==> src/rtl/multi_one_pulse.sv <==
// Multi-channel button front end: debounces each channel and emits a one-cycle
// pulse per press, with optional auto-repeat and a first-press-wins round lockout.
module multi_one_pulse #(
  parameter int CHANNELS      = 2,
  parameter int STABLE_CYCLES = 4,
  parameter int REPEAT_DELAY  = 0,
  parameter int REPEAT_PERIOD = 1,
  parameter int LOCKOUT       = 0
) (
  input  logic                clk,
  input  logic                rst,
  input  logic [CHANNELS-1:0] sypush,
  input  logic                enable,
  output logic [CHANNELS-1:0] held,
  output logic [CHANNELS-1:0] pulse,
  output logic                tie
);

  localparam int CW   = $clog2(STABLE_CYCLES + 1);
  localparam int RMAX = (REPEAT_DELAY > REPEAT_PERIOD) ? REPEAT_DELAY : REPEAT_PERIOD;
  localparam int TW   = $clog2(RMAX + 1);

  localparam logic [CW-1:0]       CNT_LAST = CW'(STABLE_CYCLES - 1);
  localparam logic [TW-1:0]       DLY_V    = TW'(REPEAT_DELAY);
  localparam logic [TW-1:0]       PER_V    = TW'(REPEAT_PERIOD);
  localparam logic [TW-1:0]       TMR_ONE  = TW'(1);
  localparam logic [CHANNELS-1:0] ONE      = CHANNELS'(1);

  logic [CW-1:0]       cnt   [CHANNELS];
  logic [CW-1:0]       cnt_d [CHANNELS];
  logic [TW-1:0]       tmr   [CHANNELS];
  logic [TW-1:0]       tmr_d [CHANNELS];
  logic [CHANNELS-1:0] rep_ph, rep_ph_d;
  logic [CHANNELS-1:0] held_d, press_ev, release_ev;
  logic [CHANNELS-1:0] rep_cand, cand, press_ok, gen;
  logic                lock, lock_d, tie_d;

  // Debounce: a differing level must be seen STABLE_CYCLES edges in a row.
  always_comb begin
    held_d     = held;
    press_ev   = '0;
    release_ev = '0;
    for (int i = 0; i < CHANNELS; i++) begin
      cnt_d[i] = cnt[i];
      if (sypush[i] == held[i]) begin
        cnt_d[i] = '0;
      end else if (cnt[i] == CNT_LAST) begin
        cnt_d[i]      = '0;
        held_d[i]     = ~held[i];
        press_ev[i]   = ~held[i];
        release_ev[i] = held[i];
      end else begin
        cnt_d[i] = cnt[i] + CW'(1);
      end
    end
  end

  // Repeat timer reads j at the j-th edge after the pulse that (re)loaded it.
  always_comb begin
    rep_cand = '0;
    for (int i = 0; i < CHANNELS; i++) begin
      if ((REPEAT_DELAY != 0) && (tmr[i] != '0) && !release_ev[i] &&
          (tmr[i] == (rep_ph[i] ? PER_V : DLY_V)))
        rep_cand[i] = 1'b1;
    end
  end

  // Arbitration: under lockout only the lowest-index candidate wins.
  always_comb begin
    press_ok = press_ev & {CHANNELS{enable}};
    cand     = (press_ev | rep_cand) & {CHANNELS{enable}};
    gen      = cand;
    tie_d    = 1'b0;
    lock_d   = 1'b0;
    if (LOCKOUT != 0) begin
      if (lock) begin
        gen = '0;
      end else begin
        gen   = cand & (~cand + ONE);
        tie_d = (press_ok & (press_ok - ONE)) != '0;
      end
      if (|gen)
        lock_d = 1'b1;
      else if (held == '0)
        lock_d = 1'b0;
      else
        lock_d = lock;
    end
  end

  // A repeat slot that lockout suppressed still reloads the timer.
  always_comb begin
    rep_ph_d = rep_ph;
    for (int i = 0; i < CHANNELS; i++) begin
      tmr_d[i] = tmr[i];
      if (!enable || release_ev[i] || (REPEAT_DELAY == 0)) begin
        tmr_d[i]    = '0;
        rep_ph_d[i] = 1'b0;
      end else if (gen[i] && press_ev[i]) begin
        tmr_d[i]    = TMR_ONE;
        rep_ph_d[i] = 1'b0;
      end else if (tmr[i] != '0) begin
        if (rep_cand[i]) begin
          tmr_d[i]    = TMR_ONE;
          rep_ph_d[i] = 1'b1;
        end else begin
          tmr_d[i] = tmr[i] + TMR_ONE;
        end
      end
    end
  end

  always_ff @(posedge clk) begin
    if (rst) begin
      held   <= '0;
      pulse  <= '0;
      tie    <= 1'b0;
      lock   <= 1'b0;
      rep_ph <= '0;
      for (int i = 0; i < CHANNELS; i++) begin
        cnt[i] <= '0;
        tmr[i] <= '0;
      end
    end else begin
      held   <= held_d;
      pulse  <= gen;
      tie    <= tie_d;
      lock   <= lock_d;
      rep_ph <= rep_ph_d;
      for (int i = 0; i < CHANNELS; i++) begin
        cnt[i] <= cnt_d[i];
        tmr[i] <= tmr_d[i];
      end
    end
  end

endmodule

==> config.mk <==
export PLATFORM = sky130hd
export DESIGN_NAME = multi_one_pulse
export DESIGN_NICKNAME = d
export VERILOG_FILES = /design/src/rtl/multi_one_pulse.sv
export SDC_FILE = /design/constraint.sdc
export NUM_CORES = 1
export LEC_CHECK = 0
export BUFFER_PORTS_ARGS = -buffer_cell sky130_fd_sc_hd__buf_2
export CAP_MARGIN = 10
export CORE_AREA = 5 5 42 44
export DETAILED_ROUTE_END_ITERATION = 8
export DIE_AREA = 0 0 47 49
export PLACE_DENSITY = 0.47
export SLEW_MARGIN = 10
export SYNTH_ARGS = -nofsm -noshare
export SYNTH_HDL_FRONTEND = slang
export SYNTH_SLANG_ARGS = --single-unit
==> constraint.sdc <==
create_clock -name clk -period 1.2 [get_ports clk]
set_clock_uncertainty 0.15 [all_clocks]
set_input_delay 0.24 -clock clk [delete_from_list [all_inputs] [get_ports clk]]
set_output_delay 0.24 -clock clk [all_outputs]
set_load 0.02 [all_outputs]
# ---- Word-level counts from Yosys, hierarchy flattened
# Memories as Yosys holds them, arrays and structs flattened.
# Index checks and enable logic that the tools add are counted.
dict set report op_classes {
  n_eq_ne 4
  reduce_logical 2
  n_bitwise 7
  n_mux 13
  add_sub_neg 2
}
# cell n
set ops {}
lappend ops {{$mux W3} 6}
lappend ops {{$mux W1} 7}
lappend ops {{$add A3 B1 Y3 const B} 2}
lappend ops {{$eq A3 B2 Y1 const B} 2}
lappend ops {{$not A1 Y1} 4}
lappend ops {{$reduce_and A2 Y1} 2}
lappend ops {{$and A2 B2 Y2} 1}
lappend ops {{$eq A1 B1 Y1} 2}
lappend ops {{$or A1 B1 Y1} 2}
dict set report totals {
  mem_bits_rw 6
  regBits 4
  n_memories 1
  output_inout_bits 5
  in_bits 5
}
# name depth word_bits rd rd_ports_with_merged_regs write_ports line_no
set memory_table {}
lappend memory_table {cnt 2 3 2 0 2 29} ;# logic [CW-1:0] cnt [CHANNELS];

# ---- Longest topological paths before layout
# Gate-level depths: netlist of run 1.
# An unclocked memory read counts as a cell.
dict set report depth {
  depth_word 5
  depth_mapped 4
}

# ---- Least setup slack after synthesis of run 1
# No wires, ideal clock.
dict set report synth_path {
  path_type {register to register}
  start {mem cnt[0][3] (netlist bit)}
  end {mem cnt[0][5] (netlist bit)}
  setup_time_ps 92
  stages_incl_launch_ff 4
  slack_ps -3
  synth_period_minus_slack_ps 1203
  arrival_time_ps 961
  cell_sequence {dfxtp_1 > ha_1 > ha_1 > nor4_1}
}
# element line_no
set synth_lines {}
lappend synth_lines {{start, declared} 29}

==> results of run 1 <==
==> flip-flops by register name, indices dropped and copies added (netlist names) <==
signal  flops
cnt         6
held        2
pulse       2
==> layout by cell type (no fill, tap or decap), types with 2 or more instances in the layout <==
master,instances
buf_2,6
dfxtp_1,5
ha_4,4
dfxtp_2,4
nand2b_1,3
clkbuf_4,3
buf_4,3
inv_1,2
nand2_1,2
a21oi_1,2
xnor2_1,2
nor4b_2,2
nor4_4,2
nor3_1,2
nor4_1,2
==> final timing paths <==
path / startpoint / endpoint / slack, ps / cells past startpoint
max: cnt[0][0] / cnt[0][2] / 20 / 3
min: enable / pulse[0] / 100 / 3
max reg2reg: cnt[0][0] / cnt[0][2] / 20 / 3
min reg2reg: cnt[0][3] / cnt[0][3] / 290 / 1
==> routing by layer <==
layer	GRT usage, %	routed length, um	part of all wire (%)	vias up
met5	0	0	0	-
met4	4.15	0	0	0
li1	-	-	-	146
met3	4.43	42	5.0	0
met2	14.0	460	55	6
met1	8.67	333	40	138
==> critical path, cell delays in order (launching register included) <==
cell,delay (ps)
dfxtp_4,360
ha_4,160
ha_4,180
nor4_1,250
==> repair_timing <==
action | 4_1_cts | 5_1_grt
resized for setup | 16 | 3
hold buffers | 0 | 0
endpoints found under the setup margin | 12 | 6
pin swaps | 5 | 2
buffers inserted | 0 | 1
==> stage by stage <==
step / TNS, ps / hold slack, ps / setup WS [ps] / area (sq um)
3_5_place_dp: -619 / 272 / -120 / 440
2_1_floorplan: 0 / 238 / 16.1 / 393
3_3_place_gp: -141 / 267 / -52.2 / 440
4_1_cts: -21.6 / 90.4 / -21.6 / 551
5_1_grt: -107 / 110 / -29.3 / 578
6_report: 0 / 102 / 15.6 / 578
==> report_power, final <==
part / switching (mW) / leakage, nW / internal, mW
sequential: 0.00759 / 0.0836 / 0.340
clock: 0.114 / 0.0210 / 0.184
combinational: 0.0297 / 0.0985 / 0.0268
==> cells by family after synthesis <==
family | Yosys count | share of synthesized area, %
DFF | 10 | 51.0
xor gates and xnor gates | 2 | 4.46
and+or+nand+nor | 13 | 23.2
buffers and inverters | 4 | 5.10
adders and majority gates | 4 | 12.7
AOI/OAI and AO/OA | 2 | 2.55
other | 1 | 0.954
==> cell type report <==
| type | instances | area [sq um] |
|---|---|---|
| Fill cell | 143 | 823 |
| Multi-Input combinational cell | 22 | 253 |
| Sequential cell | 10 | 209 |
| Timing Repair Buffer | 9 | 52.6 |
| Clock buffer | 4 | 36.3 |
| Tap cell | 16 | 20.0 |
| Inverter | 2 | 7.51 |
==> results.toml, run 1 <==
[placed_design]
placed_cells = 58
port_buffers = 8
gp_congestion = 0.695
dpl.hpwl_um = 582

[synthesis]
ys_top_cells_by_area = "dfxtp_1 (51%), ha_1 (13%), nor4b_2 (7.6%)"
syn-num-nets = 45
ys_ff_latch = 10
ys_warn_count = 0
syn_area_per_cell_sq_um = 10.9
synth_edf_count = 0
syn-instance-count = 36
synthesis.area_sq_um = 393
synthTopCellsByCount = "dfxtp_1 (10), ha_1 (4), nor4_1 (4)"
synth.distinct_cells = 13
yosysSeqAreaShare_pct = 51.0
synth_top_area_share_pct = 51.0
synth_ff_type = "dfxtp_1"
yosysMostFrequentCell = "dfxtp_1"
async_reset_ff_share_pct = 0
synth_top_area_cell = "dfxtp_1"

[clocking]
cts_buffers = 3
cts-root-buf = "clkbuf_4"
clkSlewWorstSetupHoldPaths_ps = 70
clk_latency_ps = 260
clockBufferDepth = 2
cts_tree = "built"
cts.sinks = 10
htree_levels = 1

[final_layout]
utilization_pct = 41.3
diodes = 0
drive_gt1_share_pct = 55.3
nNetsFinal = 57
fin_cells = 63
syn_to_final_growth_pct = 47.1

[die]
rows = 14
dieArea_sq_mm = 0.00230
die_x_um = 47
core_area_sq_mm = 0.00140
die-height_um = 49
start_util_pct = 28.0
io_pins = 10

[grt]
first_global_vias = 328
grtUsageTotal_pct = 8.62
overflow = 0
grt_max_degree = 10
antenna_found_initial = 0
grt_pass1_wl_um = 1360

[setup_path]
worstPathMaxFanout = 5
end_kind = "register"
worstPathArrival_ps = 1210
critPathLaunchType = "register"
crit_type = "register to register"
cp.required_ps = 1220

[drt]
first_iter_violations = 0
firstDrtPassIters = 1
post_drt_wl_per_cell_um = 13.3
ant_nets = 0
drt-total-wl_um = 836
drc = 0
num_vias = 290
post_drt_via_cell_ratio = 4.60

[job]
drv_cap = 0

[timing]
grt_setup_unrepaired = "true"
slew_violations = 0
fmax_ghz = 0.844
fin_crit_ps = 1180
finalCritPeriodShare_pct = 98.7
hold_viol = 0
finalSetupViolCount = 0

[pwr]
design_power_total_mw = 0.703
vdd_drop_max_mv = 0.516
powerDensity_mw_per_mm2 = 1220
cellLeakagePower_nw = 0.203

[min_path]
hold_class = "primary input to register"

[outcome]
status = "completed"
Power figures use the tool's default switching activity.
==> inputs of run 2 (changes only) <==
--- a/config.mk
+++ b/config.mk
@@ -7,11 +7,12 @@
 export LEC_CHECK = 0
 export BUFFER_PORTS_ARGS = -buffer_cell sky130_fd_sc_hd__buf_2
 export CAP_MARGIN = 10
-export CORE_AREA = 5 5 42 44
+export CELL_PAD_IN_SITES_DETAIL_PLACEMENT = 1
+export CELL_PAD_IN_SITES_GLOBAL_PLACEMENT = 2
+export CORE_MARGIN = 5
+export CORE_UTILIZATION = 26
 export DETAILED_ROUTE_END_ITERATION = 8
-export DIE_AREA = 0 0 47 49
-export PLACE_DENSITY = 0.47
-export SLEW_MARGIN = 10
+export PLACE_DENSITY = 0.63
 export SYNTH_ARGS = -nofsm -noshare
 export SYNTH_HDL_FRONTEND = slang
 export SYNTH_SLANG_ARGS = --single-unit
==> results.toml, run 2 (synthesis results as in run 1) <==
[setup_path]
end_kind = "register"
crit_type = "register to register"
worstPathArrival_ps = 1200
critPathLaunchType = "register"
cp.required_ps = 1200
worstPathMaxFanout = 5

[pwr]
vdd_drop_max_mv = 0.690
power.internal_mw = 0.480
combPwrFrac_pct = 9.0
powerDensity_mw_per_mm2 = 1100
seqPwrFrac_pct = 55.7
p_sw_mw = 0.138
cellLeakagePower_nw = 0.198
switching_share_pct = 22.3
clock_power_share_pct = 35.3

[grt]
overflow = 0
antenna_found_initial = 0
first_global_vias = 297
grt_pass1_wl_um = 1300
grt_max_degree = 10
grtUsageTotal_pct = 7.33

[timing]
finalSetupViolCount = 0
fin_crit_ps = 1190
hold-worst-slack_ps = 107
finalWorstSetupSlack_ps = 6.14
tightest_slew_ps = 491
finalCritPeriodShare_pct = 99.5
hold_viol = 0
slew_violations = 0
relSlewSlack_pct = 67.0
grt_setup_unrepaired = "true"
fmax_ghz = 0.838

[die]
die-height_um = 48.9
die_x_um = 48.9
io_pins = 10
core_area_sq_mm = 0.00147
rows = 14
start_util_pct = 26.7
dieArea_sq_mm = 0.00239

[placed_design]
dpl.hpwl_um = 637
post-place-ws_ps = -90.4
port_buffers = 8
gp_congestion = 0.698
placed_area_sq_um = 440

[final_layout]
final_cell_mix = "dfxtp_1 (6), buf_2 (6)"
top_regs = "cnt (6), held (2), pulse (2)"
design_area_sq_um = 561
drive_gt1_share_pct = 56.5
syn_to_final_growth_pct = 42.7
largest_register_ffs = 6
top_register = "cnt"
diodes = 0
fill_cells = 173
nNetsFinal = 57

[outcome]
status = "completed"

[clocking]
clkSlewWorstSetupHoldPaths_ps = 60
htree_levels = 1
cts_tree = "built"
clockBufferDepth = 2
cts-root-buf = "clkbuf_4"
cts_buffers = 3
cts.sinks = 10
clk_latency_ps = 260

[drt]
firstDrtPassIters = 2
drt-total-wl_um = 857
post_drt_wl_per_cell_um = 13.8
drc = 0
post_drt_via_cell_ratio = 4.71
first_iter_violations = 2
ant_nets = 0
num_vias = 292

[min_path]
hold_class = "primary input to register"

[job]
drv_cap = 0
run 2: final timing paths:
| path | start | end | slack (ps) | depth (start not counted) |
|---|---|---|---|---|
| worst max register to register | cnt[0][0] | cnt[0][0] | 6 | 3 |
| worst max-delay path | cnt[0][0] | cnt[0][0] | 6 | 3 |
| worst min register to register | cnt[0][0] | cnt[0][0] | 300 | 1 |
| worst min-delay path | sypush[1] | pulse[1] | 110 | 3 |
run 2: cell type report:
| class | count | area, sq um | share of cell area [%] |
|---|---|---|---|
| Clock buffer | 3 | 22.5 | 4.02 |
| Inverter | 2 | 7.51 | 1.34 |
| Multi-Input combinational cell | 22 | 248 | 44.2 |
| Sequential cell | 10 | 210 | 37.5 |
| Tap cell | 16 | 20.0 | 3.57 |
| Timing Repair Buffer | 9 | 52.6 | 9.37 |
run 2: through the flow:
| step | util [%] | power, mW | TNS (ps) | cells |
|---|---|---|---|---|
| after CTS | 35.1 | 0.625 | -5.81 | 61 |
| after global placement | 29.9 | 0.387 | -63.8 | 58 |
| final | 38.1 | 0.618 | 0 | 62 |
| after global routing | 38.1 | 0.652 | -82.0 | 62 |
| after floorplan | - | 0.380 | 0 | 36 |
| after detailed placement | 29.9 | 0.393 | -670 | 58 |
run 2: per-layer routing:
metal | share of wire (%) | global-route usage [%]
met1 | 40 | 7.35
met2 | 53 | 11.7
met3 | 7.0 | 7.03
met4 | 0 | 0
met5 | 0 | 0
run 2: what timing repair did:
item                       in CTS  in global routing
gates resized for setup        13                  7
setup endpoints to repair      12                 10
buffers inserted                0                  1
hold buffers                    0                  0
pin swaps                       3                  3
run 2: power groups by stage:
stage | sequential, mW | clock (mW) | combinational, mW
detailed placement | 0.352 | 0 | 0.0412
CTS | 0.346 | 0.230 | 0.0493
global placement | 0.351 | 0 | 0.0366
global route | 0.345 | 0.244 | 0.0635
finish | 0.344 | 0.218 | 0.0556
floorplan | 0.351 | 0 | 0.0288
run 2: worst max-delay path, stage by stage (launching register included):
cell and delay [ps]:
dfxtp_4 350, ha_4 160, ha_4 180, nor4_2 250
